**config.mk**
```make
export PLATFORM = sky130hd
export DESIGN_NAME = mem_port_arbiter_flat
export DESIGN_NICKNAME = d
export VERILOG_FILES = /design/src/rtl/mem_port_arbiter_if.sv /design/src/rtl/mem_port_arbiter.sv /design/src/flat_wrapper.sv
export SDC_FILE = /design/constraint.sdc
export NUM_CORES = 1
export LEC_CHECK = 0
export BUFFER_PORTS_ARGS = -buffer_cell sky130_fd_sc_hd__buf_2
export CAP_MARGIN = 20
export CORE_ASPECT_RATIO = 1.25
export CORE_UTILIZATION = 47
export CTS_CLUSTER_DIAMETER = 60
export DETAILED_ROUTE_END_ITERATION = 7
export PLACE_DENSITY = 0.9
export SLEW_MARGIN = 0
export SYNTH_ARGS = -nofsm -noshare
export SYNTH_HDL_FRONTEND = slang
export SYNTH_SLANG_ARGS = --single-unit
```
**constraint.sdc**
```tcl
create_clock -name Clock -period 1.9 [get_ports Clock]
set_input_delay 0.285 -clock Clock [delete_from_list [all_inputs] [get_ports Clock]]
set_output_delay 0.285 -clock Clock [all_outputs]
set_load 0.1 [all_outputs]
```
**src/rtl/mem_port_arbiter_if.sv**
```systemverilog
// Bus bundle between the two RAM requesters (CPU, DMA), the arbiter and the single-port RAM.
// The arbiter connects through the slave modport; the surrounding system uses master.
interface mem_port_arbiter_if #(
   parameter int ADDR_W = 9,
   parameter int DATA_W = 32
);
   logic              cpu_req;
   logic              cpu_we;
   logic [ADDR_W-1:0] cpu_addr;
   logic [DATA_W-1:0] cpu_wdata;
   logic [DATA_W-1:0] cpu_rdata;
   logic              cpu_ack;

   logic              dma_req;
   logic              dma_we;
   logic [ADDR_W-1:0] dma_addr;
   logic [DATA_W-1:0] dma_wdata;
   logic [DATA_W-1:0] dma_rdata;
   logic              dma_ack;

   logic [ADDR_W-1:0] ram_addr;
   logic [DATA_W-1:0] ram_wdata;
   logic              ram_write;
   logic              ram_read;
   logic [DATA_W-1:0] ram_rdata;

   logic              busy;

   modport slave (
      input  cpu_req, cpu_we, cpu_addr, cpu_wdata,
      output cpu_rdata, cpu_ack,
      input  dma_req, dma_we, dma_addr, dma_wdata,
      output dma_rdata, dma_ack,
      output ram_addr, ram_wdata, ram_write, ram_read,
      input  ram_rdata,
      output busy
   );

   modport master (
      output cpu_req, cpu_we, cpu_addr, cpu_wdata,
      input  cpu_rdata, cpu_ack,
      output dma_req, dma_we, dma_addr, dma_wdata,
      input  dma_rdata, dma_ack,
      input  ram_addr, ram_wdata, ram_write, ram_read,
      output ram_rdata,
      input  busy
   );
endinterface

```
**src/rtl/mem_port_arbiter.sv**
```systemverilog
// Single-port RAM arbiter: CPU has fixed priority, DMA is forced after MAX_WAIT
// consecutive CPU wins. Each access is IDLE -> ACC (strobe) -> RESP (ack, read data).
module mem_port_arbiter #(
   parameter int ADDR_W   = 9,
   parameter int DATA_W   = 32,
   parameter int MAX_WAIT = 4
) (
   input  logic                Clock,
   input  logic                Reset,
   mem_port_arbiter_if.slave   bus
);

   typedef enum logic [1:0] {
      IDLE = 2'd0,
      ACC  = 2'd1,
      RESP = 2'd2
   } state_t;

   localparam logic [3:0] MAX_WAIT_C = 4'(MAX_WAIT);

   state_t            state_q, state_d;
   logic              owner_dma_q, owner_dma_d;
   logic              we_q, we_d;
   logic [3:0]        wait_cnt_q, wait_cnt_d;
   logic [ADDR_W-1:0] ram_addr_q, ram_addr_d;
   logic [DATA_W-1:0] ram_wdata_q, ram_wdata_d;
   logic              ram_write_q, ram_write_d;
   logic              ram_read_q, ram_read_d;
   logic [DATA_W-1:0] cpu_rdata_q;
   logic [DATA_W-1:0] dma_rdata_q;

   logic              dma_win;
   logic              win_we;
   logic              resp_cpu_rd;
   logic              resp_dma_rd;

   always_ff @(posedge Clock) begin
      if (!Reset) begin
         state_q     <= IDLE;
         owner_dma_q <= 1'b0;
         we_q        <= 1'b0;
         wait_cnt_q  <= 4'd0;
         ram_addr_q  <= '0;
         ram_wdata_q <= '0;
         ram_write_q <= 1'b0;
         ram_read_q  <= 1'b0;
         cpu_rdata_q <= '0;
         dma_rdata_q <= '0;
      end else begin
         state_q     <= state_d;
         owner_dma_q <= owner_dma_d;
         we_q        <= we_d;
         wait_cnt_q  <= wait_cnt_d;
         ram_addr_q  <= ram_addr_d;
         ram_wdata_q <= ram_wdata_d;
         ram_write_q <= ram_write_d;
         ram_read_q  <= ram_read_d;
         if (resp_cpu_rd) cpu_rdata_q <= bus.ram_rdata;
         if (resp_dma_rd) dma_rdata_q <= bus.ram_rdata;
      end
   end

   always_comb begin
      state_d     = state_q;
      owner_dma_d = owner_dma_q;
      we_d        = we_q;
      wait_cnt_d  = wait_cnt_q;
      ram_addr_d  = ram_addr_q;
      ram_wdata_d = ram_wdata_q;
      ram_write_d = ram_write_q;
      ram_read_d  = ram_read_q;
      dma_win     = 1'b0;
      win_we      = 1'b0;

      case (state_q)
         IDLE: begin
            if (bus.cpu_req || bus.dma_req) begin
               // DMA takes the port when alone or once the CPU has used up its streak
               dma_win = bus.dma_req && (!bus.cpu_req || (wait_cnt_q >= MAX_WAIT_C));
               if (dma_win) begin
                  wait_cnt_d = 4'd0;
               end else if (bus.dma_req) begin
                  wait_cnt_d = wait_cnt_q + 4'd1;
               end
               win_we      = dma_win ? bus.dma_we : bus.cpu_we;
               owner_dma_d = dma_win;
               we_d        = win_we;
               ram_addr_d  = dma_win ? bus.dma_addr  : bus.cpu_addr;
               ram_wdata_d = dma_win ? bus.dma_wdata : bus.cpu_wdata;
               ram_write_d = win_we;
               ram_read_d  = !win_we;
               state_d     = ACC;
            end
         end
         ACC: begin
            ram_write_d = 1'b0;
            ram_read_d  = 1'b0;
            state_d     = RESP;
         end
         RESP: begin
            state_d = IDLE;
         end
         default: begin
            state_d = IDLE;
         end
      endcase
   end

   // RESP stage: RAM data arrives this cycle, bypassed to the owner and captured at the edge
   assign resp_cpu_rd = (state_q == RESP) && !owner_dma_q && !we_q;
   assign resp_dma_rd = (state_q == RESP) &&  owner_dma_q && !we_q;

   // Acks are suppressed while Reset is low so an aborted access is never acknowledged
   assign bus.cpu_ack   = (state_q == RESP) && !owner_dma_q && Reset;
   assign bus.dma_ack   = (state_q == RESP) &&  owner_dma_q && Reset;
   assign bus.cpu_rdata = resp_cpu_rd ? bus.ram_rdata : cpu_rdata_q;
   assign bus.dma_rdata = resp_dma_rd ? bus.ram_rdata : dma_rdata_q;

   assign bus.ram_addr  = ram_addr_q;
   assign bus.ram_wdata = ram_wdata_q;
   assign bus.ram_write = ram_write_q;
   assign bus.ram_read  = ram_read_q;
   assign bus.busy      = (state_q != IDLE);

endmodule

```
**src/flat_wrapper.sv**
```systemverilog
// flat-port wrapper written by rule: the top's interface ports become plain ports
module mem_port_arbiter_flat 
#(
   parameter int ADDR_W   = 9,
   parameter int DATA_W   = 32,
   parameter int MAX_WAIT = 4
)
  (Clock, Reset, bus_cpu_req, bus_cpu_we, bus_cpu_addr, bus_cpu_wdata, bus_cpu_rdata, bus_cpu_ack, bus_dma_req, bus_dma_we, bus_dma_addr, bus_dma_wdata, bus_dma_rdata, bus_dma_ack, bus_ram_addr, bus_ram_wdata, bus_ram_write, bus_ram_read, bus_ram_rdata, bus_busy);
  mem_port_arbiter_if #(.ADDR_W(ADDR_W), .DATA_W(DATA_W)) bus_i ();
  input  logic Clock;
  input  logic Reset;
  input wire logic [$bits(bus_i.cpu_req)-1:0] bus_cpu_req;
  input wire logic [$bits(bus_i.cpu_we)-1:0] bus_cpu_we;
  input wire logic [$bits(bus_i.cpu_addr)-1:0] bus_cpu_addr;
  input wire logic [$bits(bus_i.cpu_wdata)-1:0] bus_cpu_wdata;
  output wire logic [$bits(bus_i.cpu_rdata)-1:0] bus_cpu_rdata;
  output wire logic [$bits(bus_i.cpu_ack)-1:0] bus_cpu_ack;
  input wire logic [$bits(bus_i.dma_req)-1:0] bus_dma_req;
  input wire logic [$bits(bus_i.dma_we)-1:0] bus_dma_we;
  input wire logic [$bits(bus_i.dma_addr)-1:0] bus_dma_addr;
  input wire logic [$bits(bus_i.dma_wdata)-1:0] bus_dma_wdata;
  output wire logic [$bits(bus_i.dma_rdata)-1:0] bus_dma_rdata;
  output wire logic [$bits(bus_i.dma_ack)-1:0] bus_dma_ack;
  output wire logic [$bits(bus_i.ram_addr)-1:0] bus_ram_addr;
  output wire logic [$bits(bus_i.ram_wdata)-1:0] bus_ram_wdata;
  output wire logic [$bits(bus_i.ram_write)-1:0] bus_ram_write;
  output wire logic [$bits(bus_i.ram_read)-1:0] bus_ram_read;
  input wire logic [$bits(bus_i.ram_rdata)-1:0] bus_ram_rdata;
  output wire logic [$bits(bus_i.busy)-1:0] bus_busy;
  assign bus_i.cpu_req = bus_cpu_req;
  assign bus_i.cpu_we = bus_cpu_we;
  assign bus_i.cpu_addr = bus_cpu_addr;
  assign bus_i.cpu_wdata = bus_cpu_wdata;
  assign bus_cpu_rdata = bus_i.cpu_rdata;
  assign bus_cpu_ack = bus_i.cpu_ack;
  assign bus_i.dma_req = bus_dma_req;
  assign bus_i.dma_we = bus_dma_we;
  assign bus_i.dma_addr = bus_dma_addr;
  assign bus_i.dma_wdata = bus_dma_wdata;
  assign bus_dma_rdata = bus_i.dma_rdata;
  assign bus_dma_ack = bus_i.dma_ack;
  assign bus_ram_addr = bus_i.ram_addr;
  assign bus_ram_wdata = bus_i.ram_wdata;
  assign bus_ram_write = bus_i.ram_write;
  assign bus_ram_read = bus_i.ram_read;
  assign bus_i.ram_rdata = bus_ram_rdata;
  assign bus_busy = bus_i.busy;
  mem_port_arbiter #(.ADDR_W(ADDR_W), .DATA_W(DATA_W), .MAX_WAIT(MAX_WAIT)) u_core (.Clock(Clock), .Reset(Reset), .bus(bus_i));
endmodule
```
---- Yosys cells after proc, flatten, opt, wreduce, memory -nomap -nowiden ----
Cells that the tools add are included.
storage, ports and cells
  bits in registers ....................... 115
  input port bits ......................... 120
operators by class
  add/subtract/negate cells ............... 1
  $lt $le $gt $ge ......................... 1
  equal/unequal tests ..................... 3
  muxes and demuxes ....................... 13
  reduce and logical (&&, ||, !) cells .... 20
operators by type and width
  kind                 number
  $mux 32              3
  $mux 9               1
  $mux 4               2
  $logic_and 1x1->1    7
  $reduce_bool 2->1    3
  $add 4x1->4 const B  1
  $ge 4x3->1 const B   1
  $logic_not 1->1      4
  $pmux 1 s2           2
  $pmux 2 s2           1
  $reduce_and 2->1     2
  $mux 1               3
  $reduce_and 3->1     1
  $eq 2x1->1 const B   1
  $eq 2x2->1 const B   1
  $logic_not 2->1      1
  $logic_or 1x1->1     2
  $mux 2               1
  $ne 2x1->1 const B   1

---- Logic depth before layout (Yosys ltp) ----
Gate-level depths: netlist of the first run.
  depth in word-level cells ............... 7
  mapped depth ............................ 5

---- Worst setup path after synthesis of the first run ----
No wires, ideal clock.
  kind .................................... input port to output port
  start ................................... in Reset
  end ..................................... out bus_cpu_ack
  arrival ................................. 3.626 ns
  required time ........................... 1.615 ns
  path slack .............................. -2.011 ns
  stages on the path ...................... 3
  path through ............................ inv_1 -> clkbuf_1 -> nor4b_1
on the way
  word-level cells in the longest chain between the ends .. 1
RTL lines
  element             RTL line                 text
  start: declaration  flat_wrapper.sv:11       input logic Reset;
  $logic_and 1x1->1   mem_port_arbiter.sv:114  assign bus.cpu_ack = (state_q == RESP) && !owner_dma_q && Reset;
  end: declaration    flat_wrapper.sv:17       output wire logic [$bits(bus_i.cpu_ack)-1:0] bus_cpu_ack;
Every way passes these cells.

---- Worst setup path after layout of the first run ----
  start ................................... reg u_core.owner_dma_q
  end ..................................... out bus_dma_rdata[1]
on the way
  word-level cells in the longest chain between the ends .. 3
RTL lines
  element                         RTL line                 text
  start: declaration              mem_port_arbiter.sv:22   logic owner_dma_q, owner_dma_d;
  start signal: assignment        mem_port_arbiter.sv:51   owner_dma_q <= owner_dma_d;
  $logic_and 1x1->1 (2 in a row)  mem_port_arbiter.sv:111  assign resp_dma_rd = (state_q == RESP) && owner_dma_q && !we_q;
  $mux 32                         mem_port_arbiter.sv:117  assign bus.dma_rdata = resp_dma_rd ? bus.ram_rdata : dma_rdata_q;
  end: declaration                flat_wrapper.sv:22       output wire logic [$bits(bus_i.dma_rdata)-1:0] bus_dma_rdata;
Every way passes these cells.

==> results of run 1 <==
==> layer usage <==
| metal | vias to the layer above | part of all wire | global-route usage |
|---|---|---|---|
| met5 | - | 0 | 0 |
| met4 | 0 | 0.034 | 0.1297 |
| met3 | 45 | 0.076 | 0.09138 |
| met2 | 317 | 0.53 | 0.5072 |
| met1 | 2436 | 0.36 | 0.3016 |
| li1 | 2283 | - | - |
==> power breakdown <==
| part | switching, mW | internal, mW |
|---|---|---|
| clock network | 1.15 | 2.09 |
| logic | 1.63 | 0.629 |
| registers | 0.0757 | 2.55 |
| total | 2.86 | 5.28 |
==> repair_timing <==
action                                 4_1_cts  5_1_grt
endpoints found under the hold margin        0        0
pin swaps                                    1        2
hold buffers                                 0        0
setup endpoints to repair                   64       83
setup buffers                                5        9
resized for setup                          170       98
gates cloned                                 2        4
==> final cells by class <==
type,count,area (um^2),share of cell area
Multi-Input combinational cell,330,2653,0.3184
Clock buffer,19,442.9,0.05317
Tap cell,132,165.2,0.01983
Sequential cell,115,2308,0.2771
Clock inverter,13,158.9,0.01907
Inverter,4,15.01,0.001802
Timing Repair Buffer,266,2587,0.3106
==> per-stage QoR <==
stage	utilization	area (um^2)	hold WS, ps	setup TNS (ps)	setup slack (ps)
CTS	0.7386	7801	141.1	-21440	-392.5
finish	0.7887	8330	154.7	-18900	-385.3
global route	0.7887	8330	149.2	-22580	-457.4
detailed placement	0.6160	6506	459.8	-782.7	-66.67
floorplan	-	5094	435.6	-835.5	-21.84
global placement	0.6160	6506	443.7	-128.3	-27.30
==> cell usage in the layout, fill, tap and decap left out, drive strengths merged, types with 4 or more instances in the layout <==
master	Yosys	routed
buf	25	263
clkinv	0	6
a311oi	41	41
o21ai	42	42
dfxtp	115	115
nor2	4	4
a21oi	46	46
clkbuf	26	22
inv	4	5
and2	65	65
mux2	64	64
nand3	44	44
==> registers in the layout (all words and copies together) (netlist names) <==
signal                flops
u_core.state_q            2
u_core.cpu_rdata_q       32
u_core.owner_dma_q        1
u_core.bus.ram_write      1
u_core.bus.ram_read       1
u_core.bus.ram_addr       9
u_core.bus.ram_wdata     32
u_core.dma_rdata_q       32
u_core.wait_cnt_q         4
u_core.we_q               1
==> path summary, 6_finish.rpt <==
check | cells past startpoint | end | from | slack [ps]
hold / removal | 3 | u_core.bus.ram_wdata[20] | bus_dma_wdata[20] | 150
hold reg to reg | 2 | u_core.wait_cnt_q[1] | u_core.wait_cnt_q[1] | 470
setup / recovery | 6 | bus_dma_rdata[1] | u_core.owner_dma_q | -390
setup reg to reg | 6 | u_core.dma_rdata_q[29] | u_core.owner_dma_q | 170
==> worst max-delay path: stages (launching register included) <==
cell and delay [ps]:
dfxtp_4 360, nor4bb_4 320, buf_6 160, buf_12 150
buf_8 120, mux2_4 320, buf_12 170
==> kinds of logic after synthesis <==
| kind of cell | Yosys count |
|---|---|
| flops | 115 |
| buf+inv | 55 |
| simple gates | 131 |
| compound gates | 134 |
| fa+ha+maj | 1 |
| mux | 64 |
==> out/results.tsv, run 1 <==
metric	value	unit
run status	finished with violations	
violated checks	setup timing	
placed cell count	828	
final cycle utilization of the critical path	1.203	
Post-Syn Instances	500	
Root Driver	clkbuf_16	
Setup CP Type	reg2out	
Yosys top cell area share	0.4533	
#FFs+latches synth	115	
EDFF count, synth	0	
post-synthesis mux area share	0.1641	
minimum clock period after layout	2285	ps
post-synth top area cell	dfxtp_1	
adder-cell share of the synthesized area	0.002464	
Lkg Pwr	3.616	nW
Min-Delay Path Class	in2reg	
cts bufs inserted	17	
fin worst setup slack	-385.3	ps
Fmax achieved	437.6	MHz
clk buf depth	2	
Slew HR	0.6434	
GPL Wtd Cong	0.8385	
Nets	855	
I/O pins	230	
die height	118.2	um
first-pass GRT wire length	24700	um
H-tree Lvls	4	
Synth Area in XOR/XNOR	0	
Placement Rows	42	
DR pass1 iterations	5	
drt drc	0	
reported max-cap violation count	0	
Finish-stage setup viols	64	
final global-route overflow total	0	
list of most frequent post-synthesis cells	dfxtp_1, and2_1, a21oi_1, nand3_1, o21ai_0	
final hold viol count	0	
core area	10560	um^2
most common cell in the netlist	dfxtp_1	
Cell variety after synth	36	
Post-synth ARST share	0	
fraction of layout cells with a size suffix above 1	0.4980	
routed length per instance	20.54	um
share of the yosys chip area belonging to registers	0.4533	
Antenna diodes	0	
Initial Utilization	0.4808	
via count	5081	
main flop type after synthesis	dfxtp_1	
Final Max Slew Viols	0	
Critical Path RT	1620	ps
yosys warns	0	
DP Wirelength	9925	um
IR drop worst, VDD	0.7714	mV
post-route total power	8.136	mW
Clk Latency, worst-skew pair	410	ps
die width	94.98	um
CTS tree	built	
vias in the first global route	4987	
drt via density	5.780	
initial antenna violation count	0	
clk slew on worst S/H paths	50	ps
Initial DRC Count	297	
Post-Synth Simple-Gate Area	0.1555	
total track usage	0.2866	
fillers	604	
Mapped Area	5079	um^2
Worst Path Max Fanout	8	
main area contributors after synthesis	dfxtp_1, mux2_4, and2_1	
Clock Sinks	115	
Setup crit start kind	register	
Final ANT Viol Nets	0	
PD cells	976.7	nW/um^2
Layout area overhead	64.03	%
Worst-Margin Slew	538.6	ps
largest family of logic cells by synthesized area	compound AO/OA/AOI/OAI gates	
critical path arrival	2000	ps
die area	11230	um^2
element type at the critical path end	primary output	
input/output buffers	229	
fin cells	879	
Synth Area in Compound Gates	0.1661	
RSZ-0062 raised after global routing	true	
syn nets	621	
Syn Area/Cell	10.16	um^2
WL final	18050	um
pin count of the biggest net entering global routing	67	
Worst Skew	10.74	ps
Note: power is estimated with default switching activity, not from simulation.
==> run 2, diff against run 1 <==
==> constraint.sdc (replaced) <==
create_clock -name Clock -period 2.32 [get_ports Clock]
set_input_delay 0.348 -clock Clock [delete_from_list [all_inputs] [get_ports Clock]]
set_output_delay 0.348 -clock Clock [all_outputs]
set_load 0.1 [all_outputs]
==> out/results.tsv, run 2 (synthesis results as in run 1) <==
metric	value	unit	change
setup slack, reg-to-reg	470	ps	+300 ps
Initial DRC Count	179		-40%
final hold slack	215.8	ps	+61.01 ps
Worst-Margin Slew	845.4	ps	+306.8 ps
element type at the critical path end	primary output		
fin worst setup slack	-22.35	ps	+362.9 ps
Fmax achieved	426.9	MHz	
die height	118.2	um	unchanged
Switching Share	0.3542		+0.002586
input/output buffers	229		unchanged
P_sw	2.310	mW	-19%
Placement Rows	42		unchanged
Clock Sinks	115		unchanged
Slew HR	0.4364		-0.2070
reg2reg path depth	4		-2
run status	finished with violations		
most frequent cells in the layout	buf_2, dfxtp_1, and2_1, buf_12, a21oi_1		
beginning of the critical path	u_core.we_q		
routed length per instance	19.39	um	-5.6%
via count	4917		-3.2%
vias in the first global route	4868		-2.4%
CTS tree	built		
total track usage	0.2722		-0.01442
die area	11230	um^2	unchanged
H-tree Lvls	4		unchanged
PD cells	821.7	nW/um^2	-16%
Layout area overhead	56.27	%	
CP max stage cell	mux2_2		
drt via density	5.684		-1.7%
final global-route overflow total	0		unchanged
Setup CP Type	reg2out		
critical path arrival	1990	ps	about the same
RSZ-0062 raised after global routing	true		
Final Max Slew Viols	0		unchanged
initial antenna violation count	0		unchanged
Setup crit start kind	register		
minimum clock period after layout	2342	ps	
min-delay src	bus_dma_wdata[5]		
final hold viol count	0		unchanged
total negative slack	-106.1	ps	+18790 ps
most common cell after layout, fill and taps aside	buf_2		
Final ANT Viol Nets	0		unchanged
Antenna diodes	0		unchanged
Hold Path Sink	u_core.bus.ram_wdata[5]		
Nets	841		-1.6%
fraction of layout cells with a size suffix above 1	0.4884		-0.009588
hold path cells	3		unchanged
GPL Wtd Cong	0.7975		-4.9%
DR pass1 iterations	5		unchanged
clk buf depth	2		unchanged
Min-Delay Path Class	in2reg		
WL final	16770	um	-7.1%
violated checks	setup timing		
Worst Skew	7.852	ps	-2.891 ps
P_int	4.212	mW	-20%
die width	94.98	um	unchanged
cts bufs inserted	17		unchanged
reg-to-reg endpoint	u_core.bus.ram_wdata[0]		
power share of the clock group	0.401		+0.002
Critical Path RT	1970	ps	+350 ps
Flop pwr share	0.331		+0.008
placed cell count	823		-0.60%
pin count of the biggest net entering global routing	67		unchanged
core area	10560	um^2	unchanged
Root Driver	clkbuf_16		
Finish-stage setup viols	11		-83%
power share of the combinational group	0.268		-0.010
CP Cell Sequence	nor4b_4 -> buf_6 -> clkbuf_16 -> mux2_2 -> buf_6		
Worst Path Max Fanout	15		+7
Lkg Pwr	3.465	nW	-4.2%
drt drc	0		unchanged
clk slew on worst S/H paths	60	ps	about the same
I/O pins	230		unchanged
Critical R2R Launch	u_core.wait_cnt_q[2]		
DP Wirelength	9730	um	-2.0%
first-pass GRT wire length	23680	um	-4.1%
IR drop worst, VDD	0.4949	mV	-36%
fin cells	865		-1.6%
Initial Utilization	0.4808		unchanged
Clk Latency, worst-skew pair	400	ps	about the same
Setup WS pre-CTS	104.8	ps	+171.4 ps
CP max stage delay	380	ps	+20 ps
CP most frequent cell	buf_6		
final cycle utilization of the critical path	1.010		
reported max-cap violation count	0		unchanged
run 2: cell count changes in the layout (fill, tap and decap cells not counted), moves of 4 or more:
cell and delta:
mux2_2 +19, buf_8 +4, buf_4 -10, mux2_4 -20
buf_12 -25, buf_6 +15
run 2: power by group through the flow:
stage               logic [mW]  clock network, mW  registers [mW]
floorplan                0.666                  0            2.80
global placement          1.58                  0            2.19
detailed placement        1.61                  0            2.19
CTS                       1.67               2.62            2.15
global route              1.81               2.73            2.17
finish                    1.75               2.61            2.16
run 2: repair_timing:
item / in CTS / in global routing
hold buffers: 0 / 0
setup buffers: 2 / 3
cloned: 2 / 3
setup endpoints to repair: 64 / 54
gates resized for setup: 134 / 103
pin swaps: 1 / 2
run 2: per-stage QoR:
stage | total power [mW] | utilization | instance area, um^2
floorplan | 3.462 | - | 5094
CTS | 6.449 | 0.7017 | 7412
detailed placement | 3.799 | 0.6010 | 6349
global placement | 3.764 | 0.6010 | 6349
global route | 6.709 | 0.7514 | 7936
finish | 6.521 | 0.7514 | 7936
run 2: area by class of cell:
cell class	count	area [um^2]
Tap cell	132	165.2
Timing Repair Buffer	252	2273
Fill cell	666	2626
Multi-Input combinational cell	330	2577
Inverter	4	15.01
Clock inverter	14	163.9
Clock buffer	18	429.2
Sequential cell	115	2312
run 2: metal layers:
layer  global-route usage  vias up  part of all wire
met3              0.07851       38             0.080
met5                    0        -                 0
li1                     -     2264                 -
met2               0.4951      287              0.53
met4              0.08333        0             0.023
met1               0.2966     2328              0.36
run 2: critical path, delay by kind of cell, from the launching register on:
kind,cells,cell delay (ps)
DFF,1,360
buffers and inverters,3,560
and+or+nand+nor,1,290
muxes,1,380
run 2: worst max-delay path by stage:
stage	endpoint	depth (start not counted)
finish	bus_cpu_rdata[21]	5
global route	bus_cpu_rdata[21]	5
CTS	bus_cpu_rdata[18]	4
detailed placement	bus_dma_rdata[0]	4
global placement	bus_dma_rdata[31]	4
floorplan	u_core.cpu_rdata_q[24]	4
==> run 3, diff against run 2 <==
--- a/config.mk
+++ b/config.mk
@@ -8,10 +8,10 @@
 export BUFFER_PORTS_ARGS = -buffer_cell sky130_fd_sc_hd__buf_2
 export CAP_MARGIN = 20
 export CORE_ASPECT_RATIO = 1.25
-export CORE_UTILIZATION = 47
+export CORE_UTILIZATION = 51
 export CTS_CLUSTER_DIAMETER = 60
 export DETAILED_ROUTE_END_ITERATION = 7
-export PLACE_DENSITY = 0.9
+export PLACE_DENSITY = 0.95
 export SLEW_MARGIN = 0
 export SYNTH_ARGS = -nofsm -noshare
 export SYNTH_HDL_FRONTEND = slang
==> constraint.sdc (replaced) <==
create_clock -name Clock -period 2.7 [get_ports Clock]
set_input_delay 0.405 -clock Clock [delete_from_list [all_inputs] [get_ports Clock]]
set_output_delay 0.405 -clock Clock [all_outputs]
set_load 0.1 [all_outputs]
==> out/results.tsv, run 3 (synthesis results as in run 1) <==
metric	value	unit	change
run status	completed		
Buf/Inv on CP	2		-1
total track usage	0.2681		-0.004086
reported max-cap violation count	0		unchanged
total negative slack	0	ps	+106.1 ps
drt drc	0		unchanged
Final ANT Viol Nets	0		unchanged
Antenna diodes	0		unchanged
Worst-Margin Slew	656.9	ps	-188.5 ps
P_sw	1.891	mW	-18%
Placement Rows	40		-4.8%
Flop pwr share	0.334		+0.003
Nets	829		-1.4%
Layout area overhead	38.31	%	
Initial Utilization	0.5258		+0.04497
CP max stage cell	dfxtp_1		
clk slew on worst S/H paths	50	ps	about the same
CTS tree	built		
die area	10360	um^2	-7.7%
via count	4717		-4.1%
Min-Delay Path Class	in2reg		
pin count of the biggest net entering global routing	67		unchanged
DR pass1 iterations	5		unchanged
vias in the first global route	4527		-7.0%
die width	91.26	um	-3.9%
final cycle utilization of the critical path	0.9682		
CP Cell Sequence	nor4bb_4 -> buf_12 -> mux2_2 -> buf_2		
Final Max Slew Viols	0		unchanged
Fmax achieved	382.5	MHz	
RSZ-0062 raised after global routing	false		
Clk Latency, worst-skew pair	400	ps	about the same
power share of the combinational group	0.248		-0.020
most common cell after layout, fill and taps aside	buf_2		
fillers	654		-1.8%
Finish-stage setup viols	0		-11
CP top delay family	buffers and inverters		
first-pass GRT wire length	21910	um	-7.5%
cts bufs inserted	17		unchanged
die height	113.6	um	-3.9%
GPL Wtd Cong	0.8314		+4.3%
IR drop worst, VDD	0.5205	mV	+5.2%
WL final	14180	um	-15%
initial antenna violation count	0		unchanged
CP max stage delay	450	ps	+70 ps
minimum clock period after layout	2614	ps	
Clock Sinks	115		unchanged
Worst Path Max Fanout	32		+17
Lkg Pwr	3.254	nW	-6.1%
Hold-fix buffers, CTS	0		unchanged
Setup CP Type	reg2out		
Finished Cell Area	7024	um^2	-11%
element type at the critical path end	primary output		
fraction of layout cells with a size suffix above 1	0.4688		-0.01961
Switching Share	0.3401		-0.01408
final hold viol count	0		unchanged
most frequent cells in the layout	buf_2, dfxtp_1, and2_1, a21oi_1, nand3_1		
core area	9659	um^2	-8.6%
Setup crit start kind	register		
input/output buffers	229		unchanged
drt via density	5.569		-2.0%
DP Wirelength	9912	um	+1.9%
H-tree Lvls	4		unchanged
final global-route overflow total	0		unchanged
Initial DRC Count	213		+19%
P_int	3.669	mW	-13%
I/O pins	230		unchanged
Worst Skew	7.887	ps	+0.03466 ps
clk buf depth	2		unchanged
routed length per instance	16.74	um	-14%
area post-placement	6404	um^2	+0.87%
critical path arrival	2210	ps	+220 ps
Slew HR	0.5621		+0.1257
Root Driver	clkbuf_16		
PD cells	791.6	nW/um^2	-3.7%
Critical Path RT	2300	ps	+330 ps
power share of the clock group	0.418		+0.017
==> run 3: changes by cell type in the layout (fill, tap and decap cells not counted), moves of 5 or more <==
| cell | delta |
|---|---|
| mux2_2 | +11 |
| buf_2 | +56 |
| buf_6 | -17 |
| buf_12 | -35 |
| mux2_4 | -14 |
| buf_4 | -5 |
| buf_8 | -6 |
==> run 3: area by class of cell <==
cell class | count | area [um^2] | area share
multi-input cells | 330 | 2525 | 0.3595
clock buffers | 22 | 464.2 | 0.06608
inverters | 4 | 15.01 | 0.002138
flip-flops and latches | 115 | 2303 | 0.3279
clock inverters | 10 | 155.1 | 0.02209
well taps | 126 | 157.7 | 0.02244
repair buffers | 240 | 1404 | 0.1999
==> run 3: path summary, 6_finish.rpt <==
kind                                      startpoint                        to  slack (ps)  cells past startpoint
worst max-delay path               u_core.state_q[0]         bus_dma_rdata[31]          90                      4
worst min-delay path               bus_dma_wdata[19]  u_core.bus.ram_wdata[19]         280                      3
worst max register to register     u_core.state_q[0]    u_core.dma_rdata_q[31]         920                      4
worst min register to register  u_core.wait_cnt_q[0]      u_core.wait_cnt_q[0]         480                      2
==> run 3: power by group through the flow <==
stage          Combinational (mW)  Sequential [mW]  Clock, mW
2_1_floorplan               0.572             2.40          0
3_3_place_gp                 1.35             1.88          0
3_5_place_dp                 1.37             1.89          0
4_1_cts                      1.38             1.86       2.35
5_1_grt                      1.43             1.87       2.44
6_report                     1.38             1.86       2.32
==> run 3: stage by stage <==
| step | worst slack (ps) | hold WS (ps) | instances | power [mW] | util |
|---|---|---|---|---|---|
| after CTS | 48.78 | 262.4 | 847 | 5.578 | 0.7272 |
| after floorplan | 576.7 | 435.6 | 500 | 2.975 | - |
| after global placement | 522.9 | 443.3 | 815 | 3.230 | 0.6630 |
| final | 85.79 | 275.5 | 847 | 5.560 | 0.7272 |
| after detailed placement | 410.7 | 473.1 | 815 | 3.260 | 0.6630 |
| after global routing | 15.88 | 272.0 | 847 | 5.734 | 0.7272 |
==> run 3: timing repair <==
item                                    in CTS  in global routing
setup buffers                                0                  0
endpoints found under the hold margin        0                  0
endpoints found under the setup margin       2                  0
resized for setup                            1                  0
==> run 3: worst register-to-register path: stages (launching register included) <==
cell	delay, ps
dfxtp_1	450
nor4bb_4	370
buf_12	290
mux2_2	410
and2_1	150
==> run 3: per-layer routing <==
metal | part of all wire | global-route usage | wire [um] | up-vias
met4 | 0.017 | 0.09841 | 248 | 0
met2 | 0.52 | 0.4899 | 7375 | 262
met5 | 0 | 0 | 0 | -
met1 | 0.38 | 0.2958 | 5382 | 2195
met3 | 0.082 | 0.07467 | 1168 | 23
li1 | - | - | - | 2237
